### src/rtl/denise_serializer_pkg.sv
// Shared encodings and helpers for the Denise multi-plane playfield serializer:
// fetch-mode masks, resolution decode, shift-enable and scroll-field extraction.
package denise_serializer_pkg;

  localparam logic [1:0] FMODE_16  = 2'b00;
  localparam logic [1:0] FMODE_32A = 2'b01;
  localparam logic [1:0] FMODE_32B = 2'b10;
  localparam logic [1:0] FMODE_64  = 2'b11;

  localparam int SCROLLER_W = 64;

  typedef enum logic [1:0] {
    LORES = 2'd0,
    HIRES = 2'd1,
    SHRES = 2'd2
  } res_t;

  function automatic logic [5:0] scroll_mask(input logic [1:0] fmode);
    logic [5:0] m;
    case (fmode)
      FMODE_16: m = 6'h0F;
      FMODE_64: m = 6'h3F;
      default:  m = 6'h1F;
    endcase
    return m;
  endfunction

  function automatic logic [6:0] active_width(input logic [1:0] fmode);
    logic [6:0] w;
    case (fmode)
      FMODE_16: w = 7'd16;
      FMODE_64: w = 7'd64;
      default:  w = 7'd32;
    endcase
    return w;
  endfunction

  function automatic res_t decode_res(input logic hires, input logic shres);
    res_t r;
    if (shres)      r = SHRES;
    else if (hires) r = HIRES;
    else            r = LORES;
    return r;
  endfunction

  // Lores shifts once per bus slot, hires twice, super-hires on every pixel clock.
  function automatic logic shift_en(input res_t res, input logic c1, input logic c3);
    logic s;
    case (res)
      SHRES:   s = 1'b1;
      HIRES:   s = ~c1 ^ c3;
      default: s = ~c1 & ~c3;
    endcase
    return s;
  endfunction

  function automatic logic [5:0] scroll_field(input res_t res, input logic [7:0] scroll);
    logic [5:0] f;
    case (res)
      SHRES:   f = scroll[5:0];
      HIRES:   f = scroll[6:1];
      default: f = scroll[7:2];
    endcase
    return f;
  endfunction

  function automatic logic [5:0] scroll_select(input res_t res, input logic [7:0] scroll,
                                               input logic [1:0] fmode);
    return scroll_field(res, scroll) & scroll_mask(fmode);
  endfunction

endpackage

### src/rtl/denise_playfield_serializer_lane.sv
// One bitplane lane: holding register, load/shift register, 64-bit scroll
// history, scroll tap mux and the output delay line.
module denise_plane_lane
  import denise_serializer_pkg::*;
#(
  parameter int FETCH_W   = 64,
  parameter int OUT_DELAY = 4
) (
  input  logic               i_clk,
  input  logic               i_reset,
  input  logic               i_wr,
  input  logic [FETCH_W-1:0] i_wr_data,
  input  logic               i_load,
  input  logic [FETCH_W-1:0] i_load_mask,
  input  logic               i_shift,
  input  logic [5:0]         i_select,
  output logic               o_pix
);

  logic [FETCH_W-1:0]    r_hold;
  logic [FETCH_W-1:0]    r_shifter;
  logic [SCROLLER_W-1:0] r_scroller;
  logic [OUT_DELAY-1:0]  r_delay;
  logic                  w_tap;

  assign w_tap = r_scroller[i_select];
  assign o_pix = r_delay[OUT_DELAY-1];

  // The scroller keeps taking the outgoing MSB even on a load cycle, so the
  // last bit of the previous fetch is not lost when a transfer lands on a shift.
  always_ff @(posedge i_clk or posedge i_reset) begin
    if (i_reset) begin
      r_hold     <= '0;
      r_shifter  <= '0;
      r_scroller <= '0;
      r_delay    <= '0;
    end else begin
      if (i_wr) r_hold <= i_wr_data;
      if (i_load)       r_shifter <= r_hold & i_load_mask;
      else if (i_shift) r_shifter <= {r_shifter[FETCH_W-2:0], 1'b0};
      if (i_shift) r_scroller <= {r_scroller[SCROLLER_W-2:0], r_shifter[FETCH_W-1]};
      r_delay[0] <= w_tap;
      for (int i = 1; i < OUT_DELAY; i++) r_delay[i] <= r_delay[i-1];
    end
  end

endmodule

### src/rtl/denise_playfield_serializer.sv
// Multi-plane Denise playfield serializer: arm/transfer control and shift decode
// around PLANES lanes. DENISE_SERIALIZER_ODD_EVEN_SCROLL_EN enables separate even-plane scroll.
module denise_playfield_serializer
  import denise_serializer_pkg::*;
#(
  parameter int PLANES    = 8,
  parameter int FETCH_W   = 64,
  parameter int OUT_DELAY = 4
) (
  input  logic               clk,
  input  logic               reset,
  input  logic               c1,
  input  logic               c3,
  input  logic               hires,
  input  logic               shres,
  input  logic [1:0]         fmode,
  input  logic               wr_en,
  input  logic [2:0]         wr_plane,
  input  logic [FETCH_W-1:0] wr_data,
  input  logic [7:0]         scroll_odd,
  input  logic [7:0]         scroll_even,
  output logic               load_pending,
  output logic [PLANES-1:0]  pix_out
);

  localparam logic [3:0] PLANES_L = 4'(PLANES);

  res_t               w_res;
  logic               w_slot;
  logic               w_shift;
  logic               w_transfer;
  logic               w_wr_valid;
  logic               w_wr_plane0;
  logic [5:0]         w_sel_odd;
  logic [5:0]         w_sel_even;
  logic [6:0]         w_width;
  logic [FETCH_W-1:0] w_load_mask;
  logic               r_arm;

  assign w_res       = decode_res(hires, shres);
  assign w_slot      = !c1 && !c3;
  assign w_shift     = shift_en(w_res, c1, c3);
  assign w_transfer  = r_arm && w_slot;
  assign w_wr_valid  = wr_en && ({1'b0, wr_plane} < PLANES_L);
  assign w_wr_plane0 = w_wr_valid && (wr_plane == 3'd0);
  assign w_sel_odd   = scroll_select(w_res, scroll_odd, fmode);

`ifdef DENISE_SERIALIZER_ODD_EVEN_SCROLL_EN
  assign w_sel_even = scroll_select(w_res, scroll_even, fmode);
`else
  logic w_unused_scroll_even;
  assign w_unused_scroll_even = ^scroll_even;
  assign w_sel_even = w_sel_odd;
`endif

  // Active fetch width keeps the top bits; it saturates at the physical width.
  always_comb begin
    w_width = active_width(fmode);
    if (int'(w_width) >= FETCH_W) w_load_mask = '1;
    else                          w_load_mask = ~({FETCH_W{1'b1}} >> w_width);
  end

  // A plane-0 write re-arms even when it collides with the transfer it triggers.
  always_ff @(posedge clk or posedge reset) begin
    if (reset)            r_arm <= 1'b0;
    else if (w_wr_plane0) r_arm <= 1'b1;
    else if (w_transfer)  r_arm <= 1'b0;
  end

  assign load_pending = r_arm;

  for (genvar p = 0; p < PLANES; p++) begin : g_lane
    logic w_lane_wr;
    assign w_lane_wr = w_wr_valid && (wr_plane == 3'(p));

    denise_plane_lane #(
      .FETCH_W  (FETCH_W),
      .OUT_DELAY(OUT_DELAY)
    ) u_lane (
      .i_clk      (clk),
      .i_reset    (reset),
      .i_wr       (w_lane_wr),
      .i_wr_data  (wr_data),
      .i_load     (w_transfer),
      .i_load_mask(w_load_mask),
      .i_shift    (w_shift),
      .i_select   ((p % 2 == 0) ? w_sel_odd : w_sel_even),
      .o_pix      (pix_out[p])
    );
  end

endmodule

### config.mk
export PLATFORM = sky130hd
export DESIGN_NAME = denise_playfield_serializer
export DESIGN_NICKNAME = d
export VERILOG_FILES = /design/src/rtl/denise_serializer_pkg.sv /design/src/rtl/denise_playfield_serializer_lane.sv /design/src/rtl/denise_playfield_serializer.sv
export SDC_FILE = /design/constraint.sdc
export NUM_CORES = 2
export LEC_CHECK = 0
export BUFFER_PORTS_ARGS = -buffer_cell sky130_fd_sc_hd__buf_4
export CORE_ASPECT_RATIO = 0.5
export CORE_MARGIN = 2
export CORE_UTILIZATION = 45
export CTS_CLUSTER_DIAMETER = 200
export CTS_CLUSTER_SIZE = 20
export DETAILED_ROUTE_END_ITERATION = 7
export PLACE_DENSITY = 0.7
export SETUP_SLACK_MARGIN = 0.02
export SLEW_MARGIN = 40
export SYNTH_ARGS = -nofsm -noshare
export SYNTH_HDL_FRONTEND = slang
export SYNTH_SLANG_ARGS = --single-unit
export TNS_END_PERCENT = 100
### constraint.sdc
create_clock -name clk -period 106.5 [get_ports clk]
set_input_delay 21.3 -clock clk [delete_from_list [all_inputs] [get_ports clk]]
set_output_delay 21.3 -clock clk [all_outputs]
set_load 0.02 [all_outputs]
# Word-level counts from Yosys, hierarchy flattened
# Cells that the tools add are included.
[word_totals]
register_bits = 1569
[op_classes]
order_cmp = 2
n_eq_ne = 10
shifts = 1
n_mux = 41
n_bitwise = 14
reduce_logical = 16
[ops]
columns = ["op", "count"]
rows = [
  ["$mux W64", 17],
  ["$and A64 B64 Y64", 8],
  ["$not A64 Y64", 1],
  ["$shr A64 B7 Y64 const A", 1],
  ["$bmux W1 S6", 8],
  ["$pmux W6 S2", 2],
  ["$pmux W7 S2", 1],
  ["$eq A3 B3 Y1 const B", 4],
  ["$mux W1", 11],
  ["$logic_and A1 B1 Y1", 10],
  ["$ge A7 B7 Y1 const B", 1],
  ["$lt A6 B7 Y1 const B", 1],
  ["$and A6 B6 Y6", 1],
  ["$eq A3 B2 Y1 const B", 2],
  ["$eq A2 B2 Y1 const B", 2],
  ["$reduce_bool A2 Y1", 2],
  ["$eq A3 B1 Y1 const B", 1],
  ["$logic_not A3 Y1", 1],
  ["$eq A2 B1 Y1 const B", 1],
  ["$logic_not A1 Y1", 2],
  ["$logic_not A2 Y1", 1],
  ["$mux W2", 1],
  ["$not A1 Y1", 2],
  ["$pmux W1 S2", 1],
  ["other kinds (2)", 2],
]

# Longest topological paths before layout
[logic_depth]
depth_word = 7
ltp_mapped = 13
ltp_nobuf = 7

# Cells and area by module
# From an unflattened synthesis, not the netlist that was laid out.
[unflattened]
cells_unflattened = 4799
area_unflattened_um2 = 66846.6
[by_module_without_submodules]
columns = ["mod", "n_inst", "cells_per_inst", "area_each_um2"]
rows = [
  ["denise_plane_lane", 8, 594, 8316.7],
  ["denise_playfield_serializer", 1, 47, 312.8],
]

# Worst setup path after synthesis
# OpenSTA, ideal clock, no wires.
[synth_timing]
path_kind = "input-to-reg"
from = "input hires"
to = "register g_lane[3].u_lane.r_delay[0]"
arrival_time_ps = 23103
required_ps = 106364
setup_slack_ps = 83261
stages = 10
path_cell_list = "buf_6 -> mux2i_1 -> o21a_1 -> buf_6 -> buf_6 -> mux2i_1 -> o22ai_1 -> or4_1 -> o21ai_1 -> a2111oi_2"
[synth_between]
elab_chain_cells = 7
word_cells_on_any_way = 8
classes_between = "eq/ne (2); mux (5); bitwise (1)"
[synth_rtl]
columns = ["item", "line_no", "text"]
rows = [
  ["from (decl)", "denise_playfield_serializer.sv:14", "input logic hires,"],
  ["$mux W1 *", "denise_serializer_pkg.sv:41", "else if (hires) r = HIRES;"],
  ["$mux W2 *", "denise_serializer_pkg.sv:40", "if (shres) r = SHRES;"],
  ["$eq A2 B1 Y1 / $eq A2 B2 Y1 (equally long branches)", "denise_serializer_pkg.sv:59", "case (res)"],
  ["$pmux W6 S2 *", "denise_serializer_pkg.sv:59", ""],
  ["$and A6 B6 Y6 *", "denise_serializer_pkg.sv:69", "return scroll_field(res, scroll) & scroll_mask(fmode);"],
  ["$bmux W1 S6 *", "denise_playfield_serializer_lane.sv:26", "assign w_tap = r_scroller[i_select];"],
  ["$mux W1 (implied by the code) *", "denise_playfield_serializer_lane.sv:26", ""],
  ["named net g_lane[3].u_lane.w_tap", "denise_playfield_serializer_lane.sv:24", "logic w_tap;"],
  ["to (signal assigned)", "denise_playfield_serializer_lane.sv:42", "r_delay[0] <= w_tap;"],
  ["to (decl)", "denise_playfield_serializer_lane.sv:23", "logic [OUT_DELAY-1:0] r_delay;"],
]
# The timed path passes the listed nets; every way through them passes the cells marked *. The select of a mux whose other input is x is not followed.
# A chain may end at the register's enable or synchronous reset.

# Worst setup path in the final report
[layout_timing]
from = "input c1"
to = "register g_lane[5].u_lane.r_scroller[51]"
[layout_between]
elab_chain_cells = 3
word_cells_on_any_way = 4
classes_between = "mux (1); bitwise (3)"
[layout_rtl]
columns = ["item", "line_no", "text"]
rows = [
  ["from (decl)", "denise_playfield_serializer.sv:12", "input logic c1,"],
  ["$not A1 Y1 *", "denise_serializer_pkg.sv:51, denise_serializer_pkg.sv:52", ""],
  ["$and A1 B1 Y1 / $xor A1 B1 Y1 (equally long branches)", "denise_serializer_pkg.sv:52, denise_serializer_pkg.sv:51", ""],
  ["$pmux W1 S2 *", "denise_serializer_pkg.sv:49", "case (res)"],
  ["to (signal assigned)", "denise_playfield_serializer_lane.sv:41", "if (i_shift) r_scroller <= {r_scroller[SCROLLER_W-2:0], r_shifter[FETCH_W-1]};"],
  ["to (decl)", "denise_playfield_serializer_lane.sv:22", "logic [SCROLLER_W-1:0] r_scroller;"],
]
# Mark *: on every way between the ends. The rest lies on a longest branch, timed or not.

==> summary.md <==
| Metric | Value |
|---|---|
| Mapped Area | `66500 um^2` |
| Syn_area_per_cell | `10.5 um^2` |
| Most common flop cell mapped by yosys | `dfrtp_1` |
| Status | `finished, final reports clean` |
| Initial antenna violation count | `7` |
| Final setup viols | `0` |
| Slew margin rel. | `0.362` |
| Worst Path Required | `107150 ps` |
| Die X | `548 um` |
| Fraction of synthesized area in multiplexers | `0.171` |
| Detail Route Antenna Nets | `0` |
| RSZ-0062 raised after global routing | `no` |
| HPWL after DPL | `76500 um` |
| Pre-CTS setup slack | `81070 ps` |
| Pin count of the biggest net entering global routing | `216` |
| Nets | `6238` |
| Crit path DAT | `25330 ps` |
| Max Freq | `40.5 MHz` |
| Yosys warns | `0` |
| CTS H-tree lvls | `3` |
| Total gr overflow | `0` |
| Worst setup EP type | `register` |
| Worst Path Max Fanout | `152` |
| Num ports | `101` |
| Largest area contributor in the netlist | `dfrtp_1` |
| Hold Slack | `348 ps` |
| Synthesis-stage register bit count | `1569` |
| DIE AREA | `151000 um^2` |
| Seq/Total Area, Yosys | `0.590` |
| Hold WC Path Type | `reg2reg` |
| Layout cell share with drive strength beyond 1 | `0.136` |
| Starting Density | `0.455` |
| First-pass GRT wire length | `230000 um` |
| Tot GR Track Use | `0.183` |
| Vias in the first global route | `42600` |
| Fin. Hold Viols | `0` |
| Post-synthesis xor/xnor area fraction | `0` |
| Die height | `276 um` |
| Top cell type's share of synthesized area | `0.590` |
| Crit path time final | `24680 ps` |
| Area Growth Syn to Fin | `7.11%` |
| Largest family of logic cells by synthesized area | `multiplexers` |
| Wirelength per Cell | `16.8 um` |
| CTS tree | `built` |
| Tightest Pin Transition | `958 ps` |
| DRT Wirelength | `137000 um` |
| Compound-cell area share of the yosys netlist | `0.0572` |
| Post-CTS Setup Inserts | `0` |
| Non-filler cells, final | `8123` |
| Via-per-instance ratio | `5.33` |
| Mapped Nets | `6411` |
| Post-Place Cells | `8019` |
| Fraction of registers with async set/reset | `1.00` |
| Adder-cell share of the synthesized area | `0.000188` |
| Startpoint Class | `input pin` |
| Vias | `43300` |
| # rows | `99` |
| Root buffer cell | `clkbuf_16` |
| Placer Congestion | `0.741` |
| Setup TNS | `0 ps` |
| Netlist cell types | `57` |
| Peak supply drop | `12.6 uV` |
| Period utilization | `0.232` |
| Critical path class | `in2reg` |
| Worst setup margin | `81820 ps` |
| CTS Buffer Depth | `3` |
| CTS Sinks | `1569` |
| # DRC | `0` |
| Simple-Gate Fraction of Synth Area | `0.152` |
| Initial drt markers | `3932` |
| Num CTS Buffers | `88` |
| CTS-repair resized insts | `0` |
| CORE AREA | `146000 um^2` |
| Max-slew violations | `0` |
| Port buffer count | `92` |
| DRT Pass-1 Iters | `5` |
| Post-synth EDFFs | `0` |
| Worst clock skew | `38.9 ps` |
| Syn Inst Count | `6318` |
| Clock-pin slew on the worst setup and hold paths | `90 ps` |
| Pleak | `0.0341 uW` |
| Worst-skew pair later-pin latency | `730 ps` |
| Hold_buf cts | `0` |
| Total of max-cap violations | `0` |
| Ranking of synthesized cells by area | `dfrtp_1 (59%), nand2_1 (13%), mux2_2 (8.7%), mux2i_1 (7.4%), o21ai_0 (2.9%)` |
| Power per cell area | `19.3 nW/um^2` |
-- cell families (layout without fill, tap and decap cells) --
kind of cell               count (synthesis)  after routing
muxes                                   1033           1033
other                                      0              4
and+or+nand+nor                         2612           2612
buffers and inverters                    433            265
DFF                                     1569           1569
adders and majority gates                  1              1
AOI/OAI and AO/OA                        670            670
-- Yosys cell counts (8+ instances only) --
cell	n
buf_2	43
mux4_2	29
nand2_1	2360
buf_6	24
and3_1	8
mux2i_1	489
o22ai_1	44
buf_4	23
clkbuf_1	319
or4_1	15
nand3_1	56
o21ai_0	386
buf_1	17
a32o_1	8
o21ai_1	14
nor4_1	17
mux2_2	512
a21oi_1	54
a22o_1	8
a31oi_1	128
dfrtp_1	1569
nor2_1	130
-- layout make-up --
cell class,instances,area [um^2]
fillers,13100,75100
flip-flops and latches,1569,39300
multi-input cells,4316,25400
well taps,1969,2460
clock buffers,88,2200
repair buffers,164,1720
clock inverters,7,149
inverters,6,35.0
diodes,4,10.0
-- cells in the final DEF (no fill, tap or decap), types with 4 or more instances in the layout --
cell type	n
nand2_1	2359
dfrtp_1	1569
mux2_2	512
mux2i_1	489
o21ai_0	386
nor2_1	129
a31oi_1	128
buf_4	115
clkbuf_16	88
nand3_1	56
a21oi_1	54
o22ai_1	43
mux4_2	29
buf_6	22
nor4_1	17
or4_1	15
o21ai_1	13
buf_12	13
buf_16	11
a32o_1	8
a22o_1	8
o21bai_1	7
and3_1	7
a2111oi_2	7
inv_1	5
diode_2	4
-- worst max-delay path, cell delays in order --
cell and delay, ps:
buf_4 110, inv_1 40, ha_1 300, o21ai_0 300, nand2b_4 640, buf_6 660
buf_12 360, buf_16 470, buf_4 720, nand2_1 130, nand2_1 90
-- metrics by stage --
| step | util | power, uW | cell area [um^2] |
|---|---|---|---|
| floorplan | - | 985 | 66500 |
| global placement | 0.468 | 1030 | 68400 |
| detailed placement | 0.470 | 1050 | 68700 |
| CTS | 0.486 | 1390 | 71100 |
| global route | 0.487 | 1460 | 71200 |
| finish | 0.487 | 1380 | 71200 |
-- path summary, 6_finish.rpt --
kind,startpoint,cells after the start,end,slack [ps]
worst max-delay path,c1,11,g_lane[5].u_lane.r_scroller[51],81820
max in group asynchronous,reset,7,g_lane[0].u_lane.r_hold[30],82390
worst max register to register,load_pending,6,g_lane[2].u_lane.r_shifter[22],103270
worst min register to register,g_lane[2].u_lane.r_delay[2],0,g_lane[2].u_lane.r_delay[3],350
min in group asynchronous,reset,2,g_lane[0].u_lane.r_hold[62],20600
worst min-delay path,g_lane[2].u_lane.r_delay[2],0,g_lane[2].u_lane.r_delay[3],350
-- flip-flops by register name (all words and copies together) (netlist names) --
signal,cells
g_lane.u_lane.r_hold,512
g_lane.u_lane.r_scroller,512
g_lane.u_lane.r_shifter,512
g_lane.u_lane.r_delay,32
load_pending,1
-- power breakdown --
part | internal, uW | switching, uW | total, uW
combinational | 106 | 113 | 218
sequential | 733 | 80.6 | 813
clock | 150 | 194 | 344
total | 988 | 387 | 1380
-- metal layers --
metal / wire length (um) / up-vias / GRT usage
met4: 2590 / 6 / 0.0385
met2: 64300 / 556 / 0.303
met1: 65700 / 22000 / 0.259
li1: - / 20600 / -
met5: 46 / - / 0
met3: 4190 / 172 / 0.0253
(Power assumes the default switching activity.)
